--- config.mk ---
export PLATFORM = sky130hd
export DESIGN_NAME = frame_send
export DESIGN_NICKNAME = d
export VERILOG_FILES = /design/src/rtl/frame_send_pkg.sv /design/src/rtl/frame_pattern_gen.sv /design/src/rtl/frame_send.sv
export SDC_FILE = /design/constraint.sdc
export NUM_CORES = 1
export LEC_CHECK = 0
export ABC_AREA = 1
export CAP_MARGIN = 20
export CORE_ASPECT_RATIO = 1.75
export CORE_MARGIN = 2
export CORE_UTILIZATION = 41
export DETAILED_ROUTE_END_ITERATION = 10
export PLACE_DENSITY = 0.84
export SLEW_MARGIN = 20
export SYNTH_ARGS = -nofsm -noshare
export SYNTH_HDL_FRONTEND = slang
export SYNTH_SLANG_ARGS = --single-unit
--- constraint.sdc ---
create_clock -name clk -period 4.1 [get_ports clk]
set_clock_uncertainty 0.05 [all_clocks]
set_input_delay 1.025 -clock clk [delete_from_list [all_inputs] [get_ports clk]]
set_output_delay 1.025 -clock clk [all_outputs]
set_load 0.005 [all_outputs]
--- src/rtl/frame_send_pkg.sv ---
// Shared definitions for the frame sender and the matching receiver.
// Holds the default sync word, the FSM state encoding, the header field
// positions, the legal payload size limits and small helpers that build and
// validate headers.
package frame_send_pkg;

    localparam logic [63:0] SYNC_WORD = 64'h0000_0000_1acf_fc1d;

    localparam int unsigned BeatBytes = 32;
    localparam int unsigned NumLanes  = 8;

    // Header field positions inside the 256-bit header beat
    localparam int unsigned HdrCntMsb  = 247;
    localparam int unsigned HdrCntLsb  = 240;
    localparam int unsigned HdrSizeMsb = 223;
    localparam int unsigned HdrSizeLsb = 208;
    localparam int unsigned HdrSyncMsb = 191;
    localparam int unsigned HdrSyncLsb = 128;

    // Payload size limits in bytes; sizes must also be a multiple of BeatBytes
    localparam logic [15:0] SizeMin = 16'd64;
    localparam logic [15:0] SizeMax = 16'd65504;

    typedef enum logic [1:0] {
        StIdle,
        StHdr,
        StData,
        StGap
    } state_e;

    function automatic logic size_legal(input logic [15:0] size);
        return (size[4:0] == 5'd0) && (size >= SizeMin) && (size <= SizeMax);
    endfunction

    function automatic logic [255:0] build_header(input logic [7:0]  cnt,
                                                  input logic [15:0] size,
                                                  input logic [63:0] sync);
        logic [255:0] hdr;
        hdr = '0;
        hdr[HdrCntMsb:HdrCntLsb]   = cnt;
        hdr[HdrSizeMsb:HdrSizeLsb] = size;
        hdr[HdrSyncMsb:HdrSyncLsb] = sync;
        return hdr;
    endfunction

endpackage

--- src/rtl/frame_pattern_gen.sv ---
// Payload pattern generator (combinational).
// Each 32-bit lane j of a payload beat carries {frame_cnt, beat, j}.
// Ports:
//   frame_cnt - number of the frame being sent
//   beat      - payload beat index k
//   data      - 256-bit payload beat
module frame_pattern_gen
    import frame_send_pkg::*;
(
    input  logic [7:0]   frame_cnt,
    input  logic [15:0]  beat,
    output logic [255:0] data
);

    always_comb begin
        data = '0;
        for (int j = 0; j < int'(NumLanes); j++) begin
            data[32*j +: 32] = {frame_cnt, beat, 8'(j)};
        end
    end

endmodule

--- src/rtl/frame_send.sv ---
// Frame sender towards an Aurora TX AXI4-Stream user interface.
// A frame is one header beat followed by frame_size/32+1 payload beats, then
// GAP_MIN idle cycles. All outputs are registered.
// Ports:
//   clk, rst    - clock, asynchronous active-high reset
//   start       - one-cycle send request, honoured only when idle
//   frame_size  - payload bytes, sampled when start is accepted
//   tready      - downstream can accept a beat
//   tvalid/tdata/tlast - AXI4-Stream beat
//   busy        - not idle
//   frame_cnt   - frames sent, modulo 256
//   size_err    - one-cycle pulse for a start with an illegal frame_size
module frame_send
    import frame_send_pkg::*;
#(
    parameter int unsigned DW        = 256,  // only 256 is supported
    parameter logic [63:0] SYNC_WORD = frame_send_pkg::SYNC_WORD,
    parameter int unsigned GAP_MIN   = 4
) (
    input  logic          clk,
    input  logic          rst,
    input  logic          start,
    input  logic [15:0]   frame_size,
    input  logic          tready,
    output logic          tvalid,
    output logic [DW-1:0] tdata,
    output logic          tlast,
    output logic          busy,
    output logic [7:0]    frame_cnt,
    output logic          size_err
);

    state_e        state_q;
    logic [15:0]   beat_q;
    logic [10:0]   last_beat_q;  // frame_size/32, index of the final payload beat
    logic [15:0]   gap_q;
    logic [7:0]    frame_cnt_q;
    logic          tvalid_q;
    logic [DW-1:0] tdata_q;
    logic          tlast_q;
    logic          busy_q;
    logic          size_err_q;

    logic [15:0]   beat_nxt;
    logic [255:0]  pattern;

    // Index of the payload beat to present after the current transfer
    assign beat_nxt = (state_q == StHdr) ? 16'd0 : beat_q + 16'd1;

    frame_pattern_gen u_pattern_gen (
        .frame_cnt (frame_cnt_q),
        .beat      (beat_nxt),
        .data      (pattern)
    );

    always_ff @(posedge clk or posedge rst) begin
        if (rst) begin
            state_q     <= StIdle;
            beat_q      <= '0;
            last_beat_q <= '0;
            gap_q       <= '0;
            frame_cnt_q <= '0;
            tvalid_q    <= 1'b0;
            tdata_q     <= '0;
            tlast_q     <= 1'b0;
            busy_q      <= 1'b0;
            size_err_q  <= 1'b0;
        end else begin
            size_err_q <= 1'b0;
            unique case (state_q)
                StIdle: begin
                    if (start) begin
                        if (size_legal(frame_size)) begin
                            state_q     <= StHdr;
                            last_beat_q <= frame_size[15:5];
                            beat_q      <= '0;
                            busy_q      <= 1'b1;
                            tvalid_q    <= 1'b1;
                            tlast_q     <= 1'b0;
                            tdata_q     <= build_header(frame_cnt_q, frame_size, SYNC_WORD);
                        end else begin
                            size_err_q <= 1'b1;
                        end
                    end
                end
                StHdr: begin
                    if (tready) begin
                        state_q <= StData;
                        beat_q  <= beat_nxt;
                        tdata_q <= pattern;
                        tlast_q <= (beat_nxt == {5'd0, last_beat_q});
                    end
                end
                StData: begin
                    if (tready) begin
                        if (tlast_q) begin
                            state_q     <= StGap;
                            frame_cnt_q <= frame_cnt_q + 8'd1;
                            gap_q       <= '0;
                            tvalid_q    <= 1'b0;
                            tlast_q     <= 1'b0;
                            tdata_q     <= '0;
                        end else begin
                            beat_q  <= beat_nxt;
                            tdata_q <= pattern;
                            tlast_q <= (beat_nxt == {5'd0, last_beat_q});
                        end
                    end
                end
                StGap: begin
                    if (gap_q == 16'(GAP_MIN - 1)) begin
                        state_q <= StIdle;
                        busy_q  <= 1'b0;
                    end else begin
                        gap_q <= gap_q + 16'd1;
                    end
                end
                default: begin
                    state_q <= StIdle;
                    busy_q  <= 1'b0;
                end
            endcase
        end
    end

    assign tvalid    = tvalid_q;
    assign tdata     = tdata_q;
    assign tlast     = tlast_q;
    assign busy      = busy_q;
    assign frame_cnt = frame_cnt_q;
    assign size_err  = size_err_q;

endmodule

==> results of run 1 <==
metal layers:
layer	vias up	GRT usage	part of all wire
met5	-	0	0
met4	0	0.134	0.055
met3	77	0.0369	0.050
met2	323	0.383	0.53
met1	3019	0.239	0.36
li1	2896	-	-
critical path, cell delays in order:
cell and delay (ns):
clkdlybuf4s50_1 0.43, nor2_1 0.18, nand3_1 0.14, o21ai_2 0.19, nand2_2 0.10, nand2_2 0.40
nor2_4 0.08, inv_1 0.67, o21ai_2 0.15, o21ai_0 0.13, nand2_1 0.07
cells in the mapped netlist (11+ instances only):
| cell type | instances |
|---|---|
| o22ai_2 | 11 |
| o211ai_1 | 22 |
| nand3_1 | 47 |
| inv_1 | 69 |
| nand2_1 | 188 |
| buf_4 | 191 |
| o21ai_1 | 11 |
| nand4_1 | 22 |
| o21ai_0 | 38 |
| nor2_1 | 53 |
| a21oi_1 | 14 |
| dfrtp_1 | 123 |
power groups by stage:
stage | Combinational, mW | Clock [mW] | Sequential (mW)
4_1_cts | 2.54 | 1.64 | 1.80
5_1_grt | 2.77 | 1.70 | 1.84
3_3_place_gp | 2.46 | 0 | 1.80
6_report | 2.54 | 1.63 | 1.81
3_5_place_dp | 2.52 | 0 | 1.81
2_1_floorplan | 1.66 | 0 | 1.77
registers in the layout (all words and copies together) (netlist names):
register / flops
tdata: 66
beat_q: 16
gap_q: 16
last_beat_q: 11
frame_cnt: 8
state_q: 2
busy: 1
size_err: 1
tlast: 1
tvalid: 1
kinds of logic after synthesis:
| family | after synthesis |
|---|---|
| and+or+nand+nor | 353 |
| buffers and inverters | 287 |
| DFF | 123 |
| AOI/OAI and AO/OA | 112 |
| xor gates and xnor gates | 13 |
| adders and majority gates | 7 |
| muxes | 2 |
| other | 1 |
area by class of cell:
class | instances | area, µm² | share of cell area
sequential | 123 | 3080 | 0.323
multi-input combinational | 536 | 2780 | 0.292
timing repair buffer | 246 | 2450 | 0.257
clock buffer | 17 | 425 | 0.0446
tap | 234 | 293 | 0.0307
inverter | 76 | 292 | 0.0306
clock inverter | 15 | 213 | 0.0223
stage by stage:
stage | hold WS [ns] | utilization
after floorplan | 0.416 | -
after global placement | 0.424 | 0.493
after detailed placement | 0.423 | 0.493
after CTS | 0.445 | 0.528
after global routing | 0.462 | 0.528
final | 0.445 | 0.528
worst max-delay path by stage:
stage	startpoint	end	cells past startpoint
floorplan	rst	beat_q[0]	1
global placement	frame_size[15]	tdata[151]	10
detailed placement	frame_size[9]	tdata[247]	11
CTS	frame_size[9]	tdata[247]	11
global route	frame_size[9]	tdata[247]	11
finish	frame_size[15]	tdata[247]	11
==> summary.txt, run 1 <==
status -> completed
Hold WC Path Type -> flip-flop to flip-flop
die width -> 107 µm
Remaining DRCs -> 0
clk buf depth -> 2
vias in the first global route -> 6,079
FMAX -> 300 MHz
Switching Fraction -> 0.380
clock sink count -> 123
initial core utilization -> 0.418
worst hold stages -> 2
count of unique library cells instantiated by Yosys -> 45
largest net degree at the start of global routing -> 55
logic gate share of total power -> 0.425
reg-to-reg setup timing slack -> 1.19 ns
CTS tree -> yes
Max rail drop VDD -> 0.437 mV
cell count after placement -> 1,215
Clock transition at path regs -> 0.06 ns
GP Congestion -> 0.946
most frequent cells in the layout -> 238 x clkdlybuf4s50_1, 188 x nand2_1, 123 x dfrtp_1, 68 x inv_1, 53 x nor2_1
Rows -> 65
cell area after synthesis -> 7550 µm²
CTS root buf -> clkbuf_16
clock power share -> 0.273
Routed Antenna Nets -> 0
Setup Buffers After CTS -> 0
core box area -> 18,100 µm²
Post-Synth XOR/XNOR Area -> 0.0151
Slew headroom -> 0.404
DP Wirelength -> 16,200 µm
Worst Path Arrival -> 3.59 ns
Setup crit start kind -> input port
Die Span Y -> 184 µm
crit path kind -> input port to flip-flop
vias per std cell -> 5.06
final wirelength -> 21,400 µm
post-synthesis adder-cell area fraction -> 0.0116
Worst Hold Launch -> tdata[215]
flops & latches, synth -> 123
P_sw -> 2.27 mW
RSZ-0062 raised after global routing -> false
GRT overflow -> 0
Tot Pwr -> 5.98 mW
synth top area cells -> dfrtp_1 41%, buf_4 19%, nand2_1 9.3%
post-synth top area share -> 0.408
post-CTS sizing -> 0
first-pass GRT wire length -> 33,100 µm
worst r2r src -> state_q[1]
hold violation total from the final report -> 0
WP data required -> 4.36 ns
async set-or-reset flop fraction in the synthesized netlist -> 1.00
Critical Path Fanout Max -> 23
Final #Nets -> 1,027
initial antenna violation count -> 0
non-filler instance count after layout -> 1,247
GRT Overall Usage -> 0.217
worst reg2reg endpoint -> tdata[247]
Setup violations, final -> 0
port bufs -> 238
cts hold-fix bufs -> 0
largest family of logic cells by synthesized area -> buffers and inverters
setup slack after layout -> 0.762 ns
Mapped Cells -> 898
Post-Synth Simple-Gate Area -> 0.215
Clock Latency Late Sink -> 0.43 ns
Slew Limit Fails -> 0
leakage -> 4.21 nW
CTS Buf Count -> 17
post-synthesis mux area share -> 0.00298
Vias -> 6,315
worst-case hold path end point -> tdata[215]
DR pass1 iterations -> 5
Worst R2R Path Depth -> 11
Fillers -> 1,607
sequential share of power -> 0.302
worst slack at placement -> 0.401 ns
Seq/Total Area, Yosys -> 0.408
Detailed Route Iter0 Violations -> 483
Setup TNS -> 0 ns
Placed Area -> 8900 µm²
Die Area -> 19,600 µm²
Post-synth EDFFs -> 0
Synth Area in Compound Gates -> 0.0997
# H-tree levels -> 4
Max Cap Viol -> 0
Finished Cell Area -> 9540 µm²
Slew @ Worst Pin -> 0.892 ns
P_int -> 3.71 mW
crit end category -> flip-flop
Layout area overhead -> 26.3%
pwr dens -> 627 nW/µm²
Diodes inserted -> 0
Mean Syn Cell Area -> 8.41 µm²
I/O pin total -> 288
share of cells above drive strength 1 -> 0.0888
YS warnings -> 0
wire per inst -> 17.2 µm
period utilization -> 0.814
leading register cell type out of synthesis -> dfrtp_1
commonest non-fill, non-tap cell in the layout -> clkdlybuf4s50_1
fin crit period -> 3.34 ns
post-synth top area cell -> dfrtp_1
(Power assumes the default switching activity.)
==> inputs of run 2 (changes only) <==
--- a/config.mk
+++ b/config.mk
@@ -9,9 +9,9 @@
 export CAP_MARGIN = 20
 export CORE_ASPECT_RATIO = 1.75
 export CORE_MARGIN = 2
-export CORE_UTILIZATION = 41
+export CORE_UTILIZATION = 45
 export DETAILED_ROUTE_END_ITERATION = 10
-export PLACE_DENSITY = 0.84
+export PLACE_DENSITY = 0.88
 export SLEW_MARGIN = 20
 export SYNTH_ARGS = -nofsm -noshare
 export SYNTH_HDL_FRONTEND = slang
==> constraint.sdc (replaced) <==
create_clock -name clk -period 3.1 [get_ports clk]
set_clock_uncertainty 0.05 [all_clocks]
set_input_delay 0.775 -clock clk [delete_from_list [all_inputs] [get_ports clk]]
set_output_delay 0.775 -clock clk [all_outputs]
set_load 0.005 [all_outputs]
==> run 2 against run 1 <==
- setup slack got worse by 0.33 ns
- clock-buffer cell count rose by 1
- final cell count barely moved
- power rose by 32%
- routed wire length fell by 1.8%
- global-route usage rose by 1.7 points
==> summary.txt, run 2 (same netlist as run 1, synthesis figures left out) <==
initial antenna violation count -> 0
Clock Latency Late Sink -> 0.42 ns
FMAX -> 374 MHz
Max rail drop VDD -> 0.548 mV
P_int -> 4.90 mW
Die Span Y -> 175 µm
leakage -> 4.25 nW
fin crit period -> 2.67 ns
GP Congestion -> 0.941
port bufs -> 238
Die Area -> 17,900 µm²
Vias -> 6,328
CTS root buf -> clkbuf_16
Slew @ Worst Pin -> 0.662 ns
share of cells above drive strength 1 -> 0.0969
P_sw -> 2.97 mW
largest net degree at the start of global routing -> 124
Slew Limit Fails -> 0
die width -> 102 µm
Worst Setup SP -> frame_size[1]
Remaining DRCs -> 0
I/O pin total -> 288
hold violation total from the final report -> 0
sequential cell area -> 3080 µm²
pwr dens -> 823 nW/µm²
Detailed Route Iter0 Violations -> 445
Hold WC Path Type -> flip-flop to flip-flop
post-CTS sizing -> 0
crit end category -> flip-flop
CTS tree -> yes
Switching Fraction -> 0.377
period utilization -> 0.861
clock power share -> 0.249
WP data required -> 3.38 ns
Clock transition at path regs -> 0.06 ns
Setup Buffers After CTS -> 0
Setup violations, final -> 0
cts hold-fix bufs -> 0
crit path kind -> input port to flip-flop
Critical Path Fanout Max -> 13
max reg flops -> 66
Setup TNS -> 0 ns
RSZ-0062 raised after global routing -> false
Worst Hold Launch -> tdata[130]
sequential share of power -> 0.302
DP Wirelength -> 15,800 µm
final wirelength -> 21,000 µm
initial core utilization -> 0.459
commonest non-fill, non-tap cell in the layout -> clkdlybuf4s50_1
Max Cap Viol -> 0
DR pass1 iterations -> 5
area of the multi-input gates -> 2780 µm²
wire per inst -> 16.9 µm
# H-tree levels -> 4
vias per std cell -> 5.08
Layout area overhead -> 26.7%
Util after Layout -> 0.582
GRT Overall Usage -> 0.234
clock sink count -> 123
GRT overflow -> 0
clk buf depth -> 2
CTS Buf Count -> 17
status -> completed
Final #Nets -> 1,037
worst r2r src -> state_q[1]
Slew headroom -> 0.559
Diodes inserted -> 0
logic gate share of total power -> 0.449
core box area -> 16,400 µm²
Setup crit start kind -> input port
most frequent cells in the layout -> 238 x clkdlybuf4s50_1, 188 x nand2_1, 123 x dfrtp_1, 68 x inv_1, 53 x nor2_1
vias in the first global route -> 6,039
Fillers -> 1,452
first-pass GRT wire length -> 32,300 µm
Rows -> 62
Worst Path Arrival -> 2.95 ns
Routed Antenna Nets -> 0
-- run 2: metal layers --
metal,GRT usage,up-vias,wire (µm)
met5,0,-,0
met4,0.119,0,910
met3,0.0438,62,1310
met2,0.411,340,11300
met1,0.265,3025,7550
li1,-,2901,-
-- run 2: layout make-up --
| type | instances | share of cell area |
|---|---|---|
| clock buffers | 18 | 0.0459 |
| clock inverters | 13 | 0.0150 |
| inverters | 76 | 0.0305 |
| multi-input cells | 536 | 0.291 |
| flip-flops and latches | 123 | 0.322 |
| well taps | 224 | 0.0293 |
| repair buffers | 256 | 0.267 |
-- run 2: path summary, 6_finish.rpt --
kind / endpoint / slack, ns / depth (start not counted)
setup / recovery: beat_q[9] / 0.43 / 12
hold / removal: tdata[130] / 0.44 / 1
setup reg to reg: beat_q[9] / 0.48 / 10
hold reg to reg: tdata[130] / 0.44 / 1
max in group asynchronous: beat_q[6] / 1.65 / 3
min in group asynchronous: tdata[179] / 0.85 / 3
-- run 2: power groups by stage --
| stage | Combinational, mW | Clock (mW) | Sequential, mW |
|---|---|---|---|
| detailed placement | 3.51 | 0 | 2.40 |
| finish | 3.54 | 1.96 | 2.38 |
| global placement | 3.43 | 0 | 2.39 |
| global route | 3.83 | 2.05 | 2.44 |
| CTS | 3.54 | 1.97 | 2.38 |
| floorplan | 2.20 | 0 | 2.34 |
-- run 2: worst max-delay path: stages --
cell and delay, ns:
clkdlybuf4s50_1 0.40, inv_1 0.08, nand2_1 0.06, nor2_1 0.27
buf_4 0.17, o21ai_2 0.06, nand2_2 0.10, nand2_2 0.16
buf_4 0.21, nor2_8 0.15, nand2_2 0.28, o22ai_1 0.22
-- run 2: metrics by stage --
stage	area, µm²	power [mW]	cells	hold WS, ns	setup WS [ns]
floorplan	7740	4.53	946	0.416	0.764
global placement	8990	5.82	1215	0.414	0.153
detailed placement	8990	5.90	1215	0.423	0.0614
CTS	9570	7.89	1246	0.438	0.462
global route	9570	8.31	1246	0.457	0.314
finish	9570	7.87	1246	0.438	0.430
